### config.mk
export PLATFORM = sky130hd
export DESIGN_NAME = pwm_capture
export DESIGN_NICKNAME = d
export VERILOG_FILES = /design/src/rtl/pwm_capture.sv
export SDC_FILE = /design/constraint.sdc
export NUM_CORES = 1
export LEC_CHECK = 0
export ABC_AREA = 1
export CORE_ASPECT_RATIO = 1.4
export CORE_MARGIN = 5
export CORE_UTILIZATION = 34
export CTS_BUF_LIST = sky130_fd_sc_hd__clkbuf_4 sky130_fd_sc_hd__clkbuf_8
export CTS_CLUSTER_DIAMETER = 150
export DETAILED_ROUTE_END_ITERATION = 16
export SETUP_SLACK_MARGIN = 0.4
export SYNTH_ARGS = -nofsm -noshare
export SYNTH_HDL_FRONTEND = slang
export SYNTH_SLANG_ARGS = --single-unit
### constraint.sdc
create_clock -name i_clk -period 1.5 [get_ports i_clk]
set_input_delay 0.3 -clock i_clk [delete_from_list [all_inputs] [get_ports i_clk]]
set_output_delay 0.3 -clock i_clk [all_outputs]
set_load 0.1 [all_outputs]
### src/rtl/pwm_capture.sv
// pwm_capture: measures period and high time of an asynchronous PWM line.
// The line passes through a two-flop synchronizer. Rising edges reload two
// saturating counters. A small FSM publishes each complete window as a one-cycle
// o_valid strobe. It also flags a line that has no rising edge within the counter
// range.
module pwm_capture #(
    parameter int CNT_W = 8
) (
    input  logic             i_clk,
    input  logic             i_rst_n,
    input  logic             i_pwm,
    output logic [CNT_W-1:0] o_period,
    output logic [CNT_W-1:0] o_high,
    output logic             o_valid,
    output logic             o_stuck,
    output logic             o_level
);

    localparam logic [CNT_W-1:0] CNT_MAX  = {CNT_W{1'b1}};
    localparam logic [CNT_W-1:0] CNT_ONE  = {{(CNT_W-1){1'b0}}, 1'b1};
    localparam logic [CNT_W-1:0] CNT_ZERO = {CNT_W{1'b0}};

    // IDLE: no reference edge yet; ARMED: counting a valid window;
    // STUCK: the window overflowed and the next edge only re-arms.
    typedef enum logic [1:0] {
        ST_IDLE  = 2'b00,
        ST_ARMED = 2'b01,
        ST_STUCK = 2'b10
    } state_t;

    state_t           state_q, state_d;
    logic             sync1_q;
    logic             pwm_s_q;
    logic             pwm_d_q;
    logic [CNT_W-1:0] per_cnt_q, per_cnt_d;
    logic [CNT_W-1:0] hi_cnt_q, hi_cnt_d;
    logic [CNT_W-1:0] period_q, period_d;
    logic [CNT_W-1:0] high_q, high_d;
    logic             valid_q, valid_d;
    logic             stuck_q, stuck_d;
    logic             rise_s;

    assign rise_s = pwm_s_q & ~pwm_d_q;

    // Saturating window counters; a rising edge reloads both to one because
    // the edge cycle itself is the first high cycle of the new window.
    always_comb begin
        per_cnt_d = per_cnt_q;
        hi_cnt_d  = hi_cnt_q;
        if (rise_s) begin
            per_cnt_d = CNT_ONE;
            hi_cnt_d  = CNT_ONE;
        end else begin
            if (per_cnt_q != CNT_MAX) begin
                per_cnt_d = per_cnt_q + CNT_ONE;
            end else begin
                per_cnt_d = per_cnt_q;
            end
            if (pwm_s_q && (hi_cnt_q != CNT_MAX)) begin
                hi_cnt_d = hi_cnt_q + CNT_ONE;
            end else begin
                hi_cnt_d = hi_cnt_q;
            end
        end
    end

    // Control FSM: arms on the first edge, publishes a result on each later
    // edge, and discards any window that hit counter saturation.
    always_comb begin
        state_d  = state_q;
        period_d = period_q;
        high_d   = high_q;
        valid_d  = 1'b0;
        stuck_d  = stuck_q;
        case (state_q)
            ST_IDLE: begin
                if (rise_s) begin
                    state_d = ST_ARMED;
                end else if (per_cnt_q == CNT_MAX) begin
                    state_d = ST_STUCK;
                    stuck_d = 1'b1;
                end else begin
                    state_d = ST_IDLE;
                end
            end
            ST_ARMED: begin
                if (rise_s) begin
                    period_d = per_cnt_q;
                    high_d   = hi_cnt_q;
                    valid_d  = 1'b1;
                end else if (per_cnt_q == CNT_MAX) begin
                    state_d = ST_STUCK;
                    stuck_d = 1'b1;
                end else begin
                    state_d = ST_ARMED;
                end
            end
            ST_STUCK: begin
                if (rise_s) begin
                    state_d = ST_ARMED;
                    stuck_d = 1'b0;
                end else begin
                    state_d = ST_STUCK;
                end
            end
            default: begin
                state_d = ST_IDLE;
                stuck_d = 1'b0;
            end
        endcase
    end

    // All state: synchronizer, edge-detect delay, counters, FSM and outputs.
    always_ff @(posedge i_clk) begin
        if (!i_rst_n) begin
            sync1_q   <= 1'b0;
            pwm_s_q   <= 1'b0;
            pwm_d_q   <= 1'b0;
            per_cnt_q <= CNT_ZERO;
            hi_cnt_q  <= CNT_ZERO;
            state_q   <= ST_IDLE;
            period_q  <= CNT_ZERO;
            high_q    <= CNT_ZERO;
            valid_q   <= 1'b0;
            stuck_q   <= 1'b0;
        end else begin
            sync1_q   <= i_pwm;
            pwm_s_q   <= sync1_q;
            pwm_d_q   <= pwm_s_q;
            per_cnt_q <= per_cnt_d;
            hi_cnt_q  <= hi_cnt_d;
            state_q   <= state_d;
            period_q  <= period_d;
            high_q    <= high_d;
            valid_q   <= valid_d;
            stuck_q   <= stuck_d;
        end
    end

    assign o_period = period_q;
    assign o_high   = high_q;
    assign o_valid  = valid_q;
    assign o_stuck  = stuck_q;
    assign o_level  = pwm_s_q;

endmodule

==> metrics.csv, run 1 <==
stage,metric,value,unit
drt,detailed-route DRC error count,0,
final_layout,ratio of cells with drive above 1 in the final layout,55.4,%
global_route,overall global routing resource usage,15.8,%
logic_synthesis,Cells after Synth,215,
sta,setup TNS,0,ns
logic_synthesis,Ys Warns,0,
drt,Pre-antenna DRT Iters,4,
run,Max Cap Viol,0,
setup_path,critical setup path kind,flip-flop to output pin,
clock_tree,Clock Tree Buf Depth,2,
logic_synthesis,"FFs w/ async S/R, synth",0,%
placement,Port Buf Inserts,21,
outcome,result of the run,completed,
final_layout,synth-to-layout area growth,74.4,%
drt,DRT Wirelength,4630,microns
die,die width,68.2,microns
clock_tree,Worst-path clk slew,0.07,ns
logic_synthesis,synth unique cells,22,
sta,post-route clock period utilization,81.9,%
setup_path,CP Max Fanout,2,
setup_path,nature of the critical path endpoint,output pin,
logic_synthesis,Mapped Area,0.00161,sq mm
clock_tree,worst skew pair latency,0.29,ns
clock_tree,CTS sink cnt,39,
placement,cell area after placement,0.00218,sq mm
logic_synthesis,post-synthesis sequential area ratio,48.5,%
sta,Fin. Hold Viols,0,
logic_synthesis,Avg Inst Size Synth,7.49,sq um
drt,WL per Instance,14.1,microns
sta,Slew Limit Fails,0,
setup_path,Worst EP required,1.20,ns
global_route,Overflow after GRT,0,
global_route,largest net degree at the start of global routing,15,
logic_synthesis,largest cells by area after synthesis,"dfxtp_1 (48%), nand2_1 (9.6%), nor2_1 (8.6%)",
logic_synthesis,Post-Syn Nets,220,
die,Site Rows,29,
pwr,VDD IR max,0.695,mV
logic_synthesis,cell with the most instances after synthesis,nand2_1,
pwr,pwr dens,717,mW/mm^2
clock_tree,CTS Hold Bufs,0,
min_path,Worst Hold Class,flip-flop to flip-flop,
pwr,overall power,2.01,mW
die,CORE AREA,0.00457,sq mm
final_layout,fin area,0.00281,sq mm
pwr,Leak Pwr,1.14,nW
logic_synthesis,Yosys top cell area share,48.5,%
clock_tree,Num CTS Buffers,5,
logic_synthesis,"EDFF count, synth",0,
drt,via count,1602,
die,io pins,22,
clock_tree,H-tree levels,2,
global_route,first-pass GRT wire length,7430,microns
final_layout,Nets,271,
global_route,initial antenna violation count,0,
sta,Worst-Margin Slew,0.218,ns
die,Die Y,91.4,microns
final_layout,diode count,0,
drt,drt via density,4.87,
logic_synthesis,leading area contributor after synthesis,dfxtp_1,
drt,initial DRC count,42,
global_route,vias in the first global route,1597,
logic_synthesis,Yosys reg bits,39,
sta,post-route minimum period,1.23,ns
placement,detailed placement HPWL,2670,microns
sta,Final Skew,0.00651,ns
final_layout,# fillers,394,
drt,ANT nets after route,0,
placement,Routability Congestion,0.790,
die,Starting Density,35.2,%
setup_path,Worst EP arrival,0.93,ns
sta,final setup vio count,0,
clock_tree,CTS tree,done,
logic_synthesis,Post-synth top cells,"nand2_1 (41), dfxtp_1 (39), nor2_1 (37)",
die,Die ar.,0.00623,sq mm
setup_path,CP startpoint kind,flip-flop,
sta,RSZ-0062 raised after global routing,yes,
logic_synthesis,ys flop type,dfxtp_1,
sta,slew margin rel.,85.5,%
sta,max frequency,814,MHz
clock_tree,clk root buf,clkbuf_8,
[worst max-delay path: stages (launching register included)]
cell and delay, ns:
dfxtp_4 0.36, buf_12 0.12, buf_12 0.15
[sequential cells by signal (all words and copies together), names as in the netlist]
signal,flops
o_high,8
pwm_d_q,1
o_stuck,1
state_q,2
o_valid,1
o_level,1
hi_cnt_q,8
o_period,8
sync1_q,1
per_cnt_q,8
[cell families (layout without fill, tap and decap cells)]
group / count (synthesis) / in the layout / synth area share [%]
flops: 39 / 39 / 48.5
compound gates: 41 / 41 / 13.9
simple gates: 101 / 102 / 26.7
fa+ha+maj: 2 / 2 / 1.55
buf+inv: 29 / 80 / 7.77
xor+xnor: 3 / 3 / 1.63
[stage by stage]
step	cells	util, %	setup WS [ns]	hold WS, ns
floorplan	215	-	0.191	0.390
global placement	299	47.6	0.145	0.392
finish	329	61.4	0.272	0.414
CTS	321	56.1	0.260	0.413
detailed placement	299	47.6	0.0926	0.400
global route	329	61.4	0.230	0.448
[layer usage]
layer  vias to the layer above  global-route usage [%]  share of wire [%]
met1                       765                    18.0                 39
met4                         0                    6.30                2.1
met2                        25                    27.3                 56
met5                         -                       0                  0
met3                         9                    3.70                3.4
li1                        803                       -                  -
[final timing paths]
| path | start | endpoint | slack [ns] | cells after the start |
|---|---|---|---|---|
| worst max register to register | hi_cnt_q[1]$_SDFFE_PP0P_ | hi_cnt_q[0]$_SDFFE_PN0P_ | 0.30 | 7 |
| worst max-delay path | o_level$_SDFF_PN0_ | o_level | 0.27 | 2 |
| worst min register to register | sync1_q$_SDFF_PN0_ | o_level$_SDFF_PN0_ | 0.41 | 2 |
| worst min-delay path | sync1_q$_SDFF_PN0_ | o_level$_SDFF_PN0_ | 0.41 | 2 |
[area by class of cell]
type,instances,area [sq um],area share [%]
Clock inverter,1,5.00,0.178
Clock buffer,7,83.8,2.98
Multi-Input combinational cell,148,1010,36.0
Inverter,23,101,3.61
Timing Repair Buffer,48,664,23.7
Tap cell,62,77.6,2.76
Sequential cell,39,850,30.2
Timing Repair inverter,1,16.3,0.579
[placed cells by master, fill, tap and decap left out, types with 3 or more instances in the layout]
master	netlist	layout
buf_12	0	20
nor2_4	0	11
buf_8	0	3
inv_1	22	18
o21ai_1	6	4
nor2_2	0	4
nand2_2	1	3
a21oi_2	4	12
nand3_2	0	4
dfxtp_1	39	8
dfxtp_4	0	12
o21ai_0	12	4
inv_2	1	3
nand2_4	0	6
nand4_1	7	7
nor2_1	37	22
nand2_1	41	34
nor3_4	1	3
o21ai_2	0	10
nand3_1	12	6
a21oi_1	17	9
dfxtp_2	0	19
buf_4	0	16
buf_6	2	7
clkbuf_8	0	5
[where the power goes]
part	switching, mW	total, mW	internal (mW)
logic	0.140	0.234	0.0945
clock network	0.354	0.716	0.362
registers	0.0209	1.06	1.04
[timing repair]
| action | CTS | global route |
|---|---|---|
| setup endpoints to repair | 53 | 55 |
| resized for setup | 63 | 56 |
| buffers inserted | 11 | 7 |
| gates cloned | 3 | 1 |
| pin swaps | 15 | 18 |
(Power assumes the default switching activity.)
==> inputs of run 2 (changes only) <==
- clock period: 1.5 -> 1.21 ns (I/O delays scaled with it)
==> run 2 against run 1 <==
The run now ends with negative setup slack left. Utilization increased by 3.3 points. Cell count increased by 5.5%. Non-clock buffer count increased by 19. Die area unchanged. Cell area increased by 5.4%. Flip-flop and latch count unchanged. Clock skew increased by 0.0043 ns. Sequential power increased by 23%. Hold slack about the same. Sequential share of layout area decreased by 1.0 points. Combinational power increased by 41%. Clock power increased by 24%.
==> metrics.csv, run 2 (same netlist as run 1, synthesis figures left out) <==
stage,metric,value,unit,change
final_layout,ratio of cells with drive above 1 in the final layout,54.4,%,-1.0 points
final_layout,diode count,0,,unchanged
setup_path,worst reg-to-reg path cell count,7,,unchanged
die,CORE AREA,0.00457,sq mm,unchanged
pwr,Leak Pwr,1.27,nW,+11%
drt,WL per Instance,14.2,microns,+0.54%
final_layout,# fillers,367,,-6.9%
drt,via count,1716,,+7.1%
placement,detailed placement HPWL,2860,microns,+7.2%
outcome,failing checks,negative setup slack,,
sta,post-route clock period utilization,100,%,
sta,minimum setup slack in the final design,-0.00540,ns,-0.277 ns
final_layout,"commonest non-fill, non-tap cell in the layout",nand2_1,,
setup_path,CP startpoint kind,flip-flop,,
clock_tree,Num CTS Buffers,5,,unchanged
drt,Pre-antenna DRT Iters,4,,unchanged
sta,RSZ-0062 raised after global routing,yes,,
clock_tree,clk root buf,clkbuf_8,,
placement,Routability Congestion,0.801,,+1.4%
final_layout,Nets,289,,+6.6%
setup_path,reg2reg start,hi_cnt_q[1]$_SDFFE_PP0P_,,
die,die width,68.2,microns,unchanged
global_route,largest net degree at the start of global routing,21,,+6
clock_tree,CTS Hold Bufs,0,,unchanged
setup_path,Worst EP arrival,1.40,ns,+0.47 ns
final_layout,most frequent cells in the layout,"nand2_1 (33), buf_4 (32), nor2_1 (31)",,
drt,ANT nets after route,0,,unchanged
die,Site Rows,29,,unchanged
sta,Final Skew,0.0108,ns,+0.00432 ns
clock_tree,H-tree levels,2,,unchanged
setup_path,"Largest stage delay, worst path",0.35,ns,about the same
sta,setup TNS,-0.00540,ns,-0.00540 ns
setup_path,CP Max Fanout,5,,+3
die,Die Y,91.4,microns,unchanged
setup_path,CP dominant cell by count,nand2_4,,
pwr,Net Sw Frac,26.7,%,+1.1 points
clock_tree,Clock Tree Buf Depth,2,,unchanged
pwr,Seq pwr share,51.6,%,-1.2 points
die,Starting Density,35.2,%,unchanged
sta,post-route minimum period,1.22,ns,
sta,Slew Limit Fails,0,,unchanged
clock_tree,Worst-path clk slew,0.07,ns,about the same
min_path,Hold Crit Depth,2,,unchanged
sta,slew margin rel.,83.0,%,-2.5 points
setup_path,Critical R2R Capture,hi_cnt_q[2]$_SDFFE_PP0P_,,
die,Die ar.,0.00623,sq mm,unchanged
setup_path,FF-to-FF setup slack,-0.005,ns,-0.31 ns
global_route,first-pass GRT wire length,7650,microns,+2.9%
setup_path,critical setup path kind,flip-flop to flip-flop,,
global_route,Overflow after GRT,0,,unchanged
drt,detailed-route DRC error count,0,,unchanged
pwr,clock share of power,35.3,%,-0.3 points
pwr,VDD IR max,0.687,mV,-1.0%
pwr,pwr dens,849,mW/mm^2,+18%
min_path,Hold Startpoint,sync1_q$_SDFF_PN0_,,
sta,Fin. Hold Viols,0,,unchanged
min_path,worst-case hold path end point,o_level$_SDFF_PN0_,,
drt,DRT Wirelength,4910,microns,+6.0%
global_route,overall global routing resource usage,16.3,%,+0.54 points
run,Max Cap Viol,0,,unchanged
global_route,vias in the first global route,1626,,+1.8%
clock_tree,worst skew pair latency,0.30,ns,about the same
sta,final setup vio count,1,,+1
pwr,internal power,1.84,mW,+23%
placement,Port Buf Inserts,21,,unchanged
setup_path,nature of the critical path endpoint,flip-flop,,
final_layout,fin util,64.8,%,+3.3 points
clock_tree,CTS sink cnt,39,,unchanged
outcome,result of the run,finished with violations,,
die,io pins,22,,unchanged
pwr,Comb pwr share,13.1,%,+1.5 points
sta,max frequency,823,MHz,
setup_path,CP max-delay cell,dfxtp_2,,
pwr,P_sw,0.670,mW,+30%
final_layout,synth-to-layout area growth,83.9,%,
drt,initial DRC count,106,,+150%
placement,post-placement setup slack,-0.158,ns,-0.251 ns
setup_path,critical-path cell list,ha_4 > nand2_4 > nor2_4 > buf_4 > nand2_4 > a31oi_1 > nor2_1,,
clock_tree,CTS tree,done,,
sta,Worst-Margin Slew,0.255,ns,+0.0377 ns
final_layout,Sequential Area,866,sq um,+1.9%
global_route,initial antenna violation count,0,,unchanged
final_layout,footprint of the multi-input gates,983,sq um,-2.7%
setup_path,Worst EP required,1.39,ns,+0.19 ns
drt,drt via density,4.95,,+1.6%
min_path,Worst Hold Class,flip-flop to flip-flop,,
run 2: changes by cell type in the layout (fill, tap and decap cells not counted), moves of 3 or more:
| cell | previous run | this run |
|---|---|---|
| dfxtp_4 | 12 | 21 |
| o21ai_1 | 4 | 7 |
| buf_4 | 16 | 32 |
| o21ai_2 | 10 | 7 |
| a21oi_1 | 9 | 6 |
| nor2_4 | 11 | 5 |
| nor2_1 | 22 | 31 |
| dfxtp_1 | 8 | 13 |
| a21oi_2 | 12 | 15 |
| dfxtp_2 | 19 | 5 |
| nor2_2 | 4 | 1 |
run 2: power groups by stage:
stage	combinational, mW	clock, mW	sequential, mW
after floorplan	0.0770	0	1.38
after global placement	0.216	0	1.33
after detailed placement	0.219	0	1.33
after CTS	0.285	0.910	1.30
after global routing	0.350	0.965	1.30
final	0.330	0.887	1.30
run 2: how the worst max path moves through the flow:
stage                              from                        to  slack, ns  depth (start not counted)
2_1_floorplan        o_level$_SDFF_PN0_    o_high[3]$_SDFFE_PN0P_      -0.09                          5
3_3_place_gp   hi_cnt_q[0]$_SDFFE_PN0P_  hi_cnt_q[7]$_SDFFE_PP0P_      -0.12                          8
3_5_place_dp   hi_cnt_q[0]$_SDFFE_PN0P_  hi_cnt_q[3]$_SDFFE_PP0P_      -0.16                          7
4_1_cts              o_level$_SDFF_PN0_                   o_level       0.01                          2
5_1_grt        hi_cnt_q[1]$_SDFFE_PP0P_  hi_cnt_q[0]$_SDFFE_PN0P_      -0.08                          8
6_report       hi_cnt_q[1]$_SDFFE_PP0P_  hi_cnt_q[2]$_SDFFE_PP0P_     -0.005                          7
run 2: final cells by class:
cell class,count,area share [%]
flip-flops and latches,39,29.2
inverters,23,3.08
well taps,62,2.62
clock inverters,2,0.422
multi-input cells,148,33.2
repair buffers,67,28.9
clock buffers,6,2.58
run 2: critical path, delay by kind of cell (launching register included):
family / cells / cell delay (ns)
compound gates: 1 / 0.14
simple gates: 4 / 0.31
fa+ha+maj: 1 / 0.15
flops: 1 / 0.35
buf+inv: 1 / 0.14
run 2: through the flow:
step | power, mW | hold WS [ns] | instances | cell area (sq um)
6_report | 2.51 | 0.414 | 347 | 2960
5_1_grt | 2.62 | 0.453 | 347 | 2960
4_1_cts | 2.49 | 0.415 | 335 | 2720
3_5_place_dp | 1.55 | 0.404 | 314 | 2350
3_3_place_gp | 1.54 | 0.407 | 314 | 2350
2_1_floorplan | 1.46 | 0.340 | 215 | 1750
run 2: metal layers:
metal	up-vias	GRT usage (%)	wire length, microns
met5	-	0	0
met4	0	6.63	155
met3	14	4.07	140
met2	36	28.6	2700
met1	827	18.1	1920
li1	839	-	-
run 2: repair_timing:
action / 4_1_cts / 5_1_grt
gates resized for setup: 60 / 30
setup endpoints to repair: 58 / 56
gates cloned: 2 / 3
buffers inserted: 11 / 9
pin swaps: 21 / 12
==> inputs of run 3 (changes only) <==
- CORE_MARGIN: 5 -> not set
==> run 3 against run 2 <==
The flow still finishes with violations (negative setup slack). Register-to-register slack about the same. Sequential share of layout area is 0.74 points lower. Clock skew shrank 0.0045 ns. Critical path type unchanged. Largest power group unchanged.
==> metrics.csv, run 3 (same netlist as run 1, synthesis figures left out) <==
stage,metric,value,unit,change
outcome,result of the run,finished with violations,,
outcome,failing checks,negative setup slack,,
die,io pins,22,,unchanged
clock_tree,worst skew pair latency,0.30,ns,about the same
clock_tree,H-tree levels,2,,unchanged
sta,slew margin rel.,84.3,%,+1.4 points
sta,Slew Limit Fails,0,,unchanged
setup_path,worst reg-to-reg path cell count,5,,-2
sta,RSZ-0062 raised after global routing,yes,,
setup_path,Worst EP required,1.39,ns,about the same
sta,minimum setup slack in the final design,-0.00831,ns,-0.00291 ns
global_route,met2 layer usage reported by global route,35.8,%,+7.2 points
clock_tree,CTS sink cnt,39,,unchanged
pwr,VDD IR max,0.724,mV,+5.4%
final_layout,diode count,0,,unchanged
setup_path,CP max-delay cell,dfxtp_4,,
drt,detailed-route DRC error count,0,,unchanged
global_route,initial antenna violation count,0,,unchanged
drt,Pre-antenna DRT Iters,4,,unchanged
placement,Routability Congestion,0.849,,+6.0%
sta,Final Skew,0.00638,ns,-0.00445 ns
sta,post-route minimum period,1.22,ns,+0.00291 ns
setup_path,critical path depth,5,,-2
setup_path,"Largest stage delay, worst path",0.38,ns,+0.03 ns
die,Site Rows,29,,unchanged
setup_path,CP Capture Point,per_cnt_q[4]$_SDFFE_PP0P_,,
setup_path,nature of the critical path endpoint,flip-flop,,
final_layout,footprint of the multi-input gates,0.00102,sq mm,+3.8%
final_layout,ratio of cells with drive above 1 in the final layout,60.8,%,+6.4 points
setup_path,Critical R2R Capture,per_cnt_q[4]$_SDFFE_PP0P_,,
setup_path,Worst Path Buf+Inv,1,,unchanged
final_layout,Nets,298,,+3.1%
final_layout,most frequent cells in the layout,"buf_4 (38), nand2_1 (31), nor2_1 (28)",,
setup_path,Crit. Startpoint,per_cnt_q[0]$_SDFFE_PN0P_,,
clock_tree,Clock Tree Buf Depth,2,,unchanged
clock_tree,clk root buf,clkbuf_8,,
setup_path,CP Max Fanout,5,,unchanged
die,Die Y,83.4,microns,-8.7%
placement,cell area after placement,0.00235,sq mm,+0.32%
setup_path,Worst EP arrival,1.40,ns,about the same
setup_path,"delay-heaviest family, CP",flip-flops,,
final_layout,fin area,0.00305,sq mm,+3.0%
sta,Worst-Margin Slew,0.234,ns,-0.0210 ns
sta,final setup vio count,1,,unchanged
setup_path,critical setup path kind,flip-flop to flip-flop,,
final_layout,Sequential Area,870,sq um,+0.43%
sta,max frequency,821,MHz,-0.24%
global_route,overall global routing resource usage,21.3,%,+4.9 points
setup_path,critical-path cell list,ha_4 > inv_4 > nor2_4 > xor2_1 > a21oi_1,,
global_route,vias in the first global route,1700,,+4.6%
placement,Port Buf Inserts,21,,unchanged
global_route,largest net degree at the start of global routing,23,,+9.5%
final_layout,fin util,67.3,%,+2.5 points
setup_path,reg2reg start,per_cnt_q[0]$_SDFFE_PN0P_,,
sta,Fin. Hold Viols,0,,unchanged
clock_tree,CTS Hold Bufs,0,,unchanged
global_route,gr busiest metal,met2,,
final_layout,synth-to-layout area growth,89.5,%,
drt,DRT Wirelength,5090,microns,+3.6%
drt,via count,1724,,+0.47%
run,Max Cap Viol,0,,unchanged
setup_path,CP startpoint kind,flip-flop,,
global_route,first-pass GRT wire length,7880,microns,+3.1%
die,Starting Density,35.5,%,+0.28 points
pwr,Leak Pwr,1.30,nW,+2.5%
die,CORE AREA,0.00454,sq mm,-0.79%
global_route,GR Util met3,4.98,%,+0.91 points
drt,initial DRC count,52,,-51%
placement,detailed placement HPWL,2930,microns,+2.4%
die,Die ar.,0.00502,sq mm,-19%
sta,post-route clock period utilization,101,%,+0.24 points
drt,drt via density,4.86,,-1.8%
drt,WL per Instance,14.3,microns,+1.3%
setup_path,FF-to-FF setup slack,-0.008,ns,about the same
drt,ANT nets after route,0,,unchanged
final_layout,"commonest non-fill, non-tap cell in the layout",buf_4,,
clock_tree,Num CTS Buffers,5,,unchanged
pwr,pwr dens,816,mW/mm^2,-3.9%
clock_tree,Worst-path clk slew,0.08,ns,about the same
global_route,GR met1 Demand/Resource,23.5,%,+5.4 points
die,die width,60.2,microns,-12%
global_route,Overflow after GRT,0,,unchanged
min_path,Worst Hold Class,flip-flop to flip-flop,,
clock_tree,CTS tree,done,,
final_layout,# fillers,328,,-11%
==> run 3: cell types whose count changed in the layout (fill, tap and decap cells not counted), sizes merged <==
cell,before,now
clkinvlp,1,0
clkinv,1,3
inv,23,22
buf,63,74
clkbuf,8,5
==> run 3: final cells by class <==
class,instances,area share (%)
Clock buffer,5,2.26
Clock inverter,2,0.287
Inverter,23,3.49
Multi-Input combinational cell,148,33.5
Sequential cell,39,28.5
Tap cell,62,2.54
Timing Repair Buffer,76,29.5
==> run 3: worst min path at each step <==
stage | from | endpoint | slack (ns) | cells past startpoint
6_report | sync1_q$_SDFF_PN0_ | o_level$_SDFF_PN0_ | 0.41 | 2
5_1_grt | sync1_q$_SDFF_PN0_ | o_level$_SDFF_PN0_ | 0.44 | 2
4_1_cts | sync1_q$_SDFF_PN0_ | o_level$_SDFF_PN0_ | 0.42 | 2
3_5_place_dp | sync1_q$_SDFF_PN0_ | o_level$_SDFF_PN0_ | 0.41 | 2
3_3_place_gp | sync1_q$_SDFF_PN0_ | o_level$_SDFF_PN0_ | 0.42 | 2
2_1_floorplan | i_pwm | sync1_q$_SDFF_PN0_ | 0.34 | 2
==> run 3: what timing repair did <==
| item | in CTS | in global routing |
|---|---|---|
| setup buffers | 20 | 9 |
| endpoints found under the setup margin | 58 | 56 |
| cloned | 4 | 0 |
| gates resized for setup | 88 | 35 |
| pin swaps | 29 | 14 |
==> run 3: worst register-to-register path, stage by stage, from the launching register on <==
cell,delay [ns]
dfxtp_4,0.38
ha_4,0.15
inv_4,0.05
nor2_4,0.20
xor2_1,0.23
a21oi_1,0.09
==> run 3: metal layers <==
| layer | wire (microns) | up-vias |
|---|---|---|
| met3 | 171 | 13 |
| met4 | 170 | 0 |
| li1 | - | 855 |
| met5 | 0 | - |
| met1 | 1900 | 817 |
| met2 | 2850 | 39 |
==> run 3: per-stage QoR <==
stage	power, mW	setup WS (ns)	hold slack, ns	TNS [ns]	std cells
2_1_floorplan	1.46	-0.0907	0.340	-1.37	215
3_3_place_gp	1.55	-0.126	0.415	-2.19	315
3_5_place_dp	1.55	-0.151	0.406	-2.04	315
4_1_cts	2.46	0.0190	0.416	0	346
5_1_grt	2.56	-0.0440	0.439	-0.291	355
6_report	2.49	-0.00831	0.414	-0.00831	355
==> run 3: power breakdown <==
part / switching, mW / leakage [nW] / internal (mW) / total, mW
sequential: 0.0263 / 0.336 / 1.27 / 1.30
clock: 0.459 / 0.0414 / 0.384 / 0.842
combinational: 0.193 / 0.920 / 0.156 / 0.349
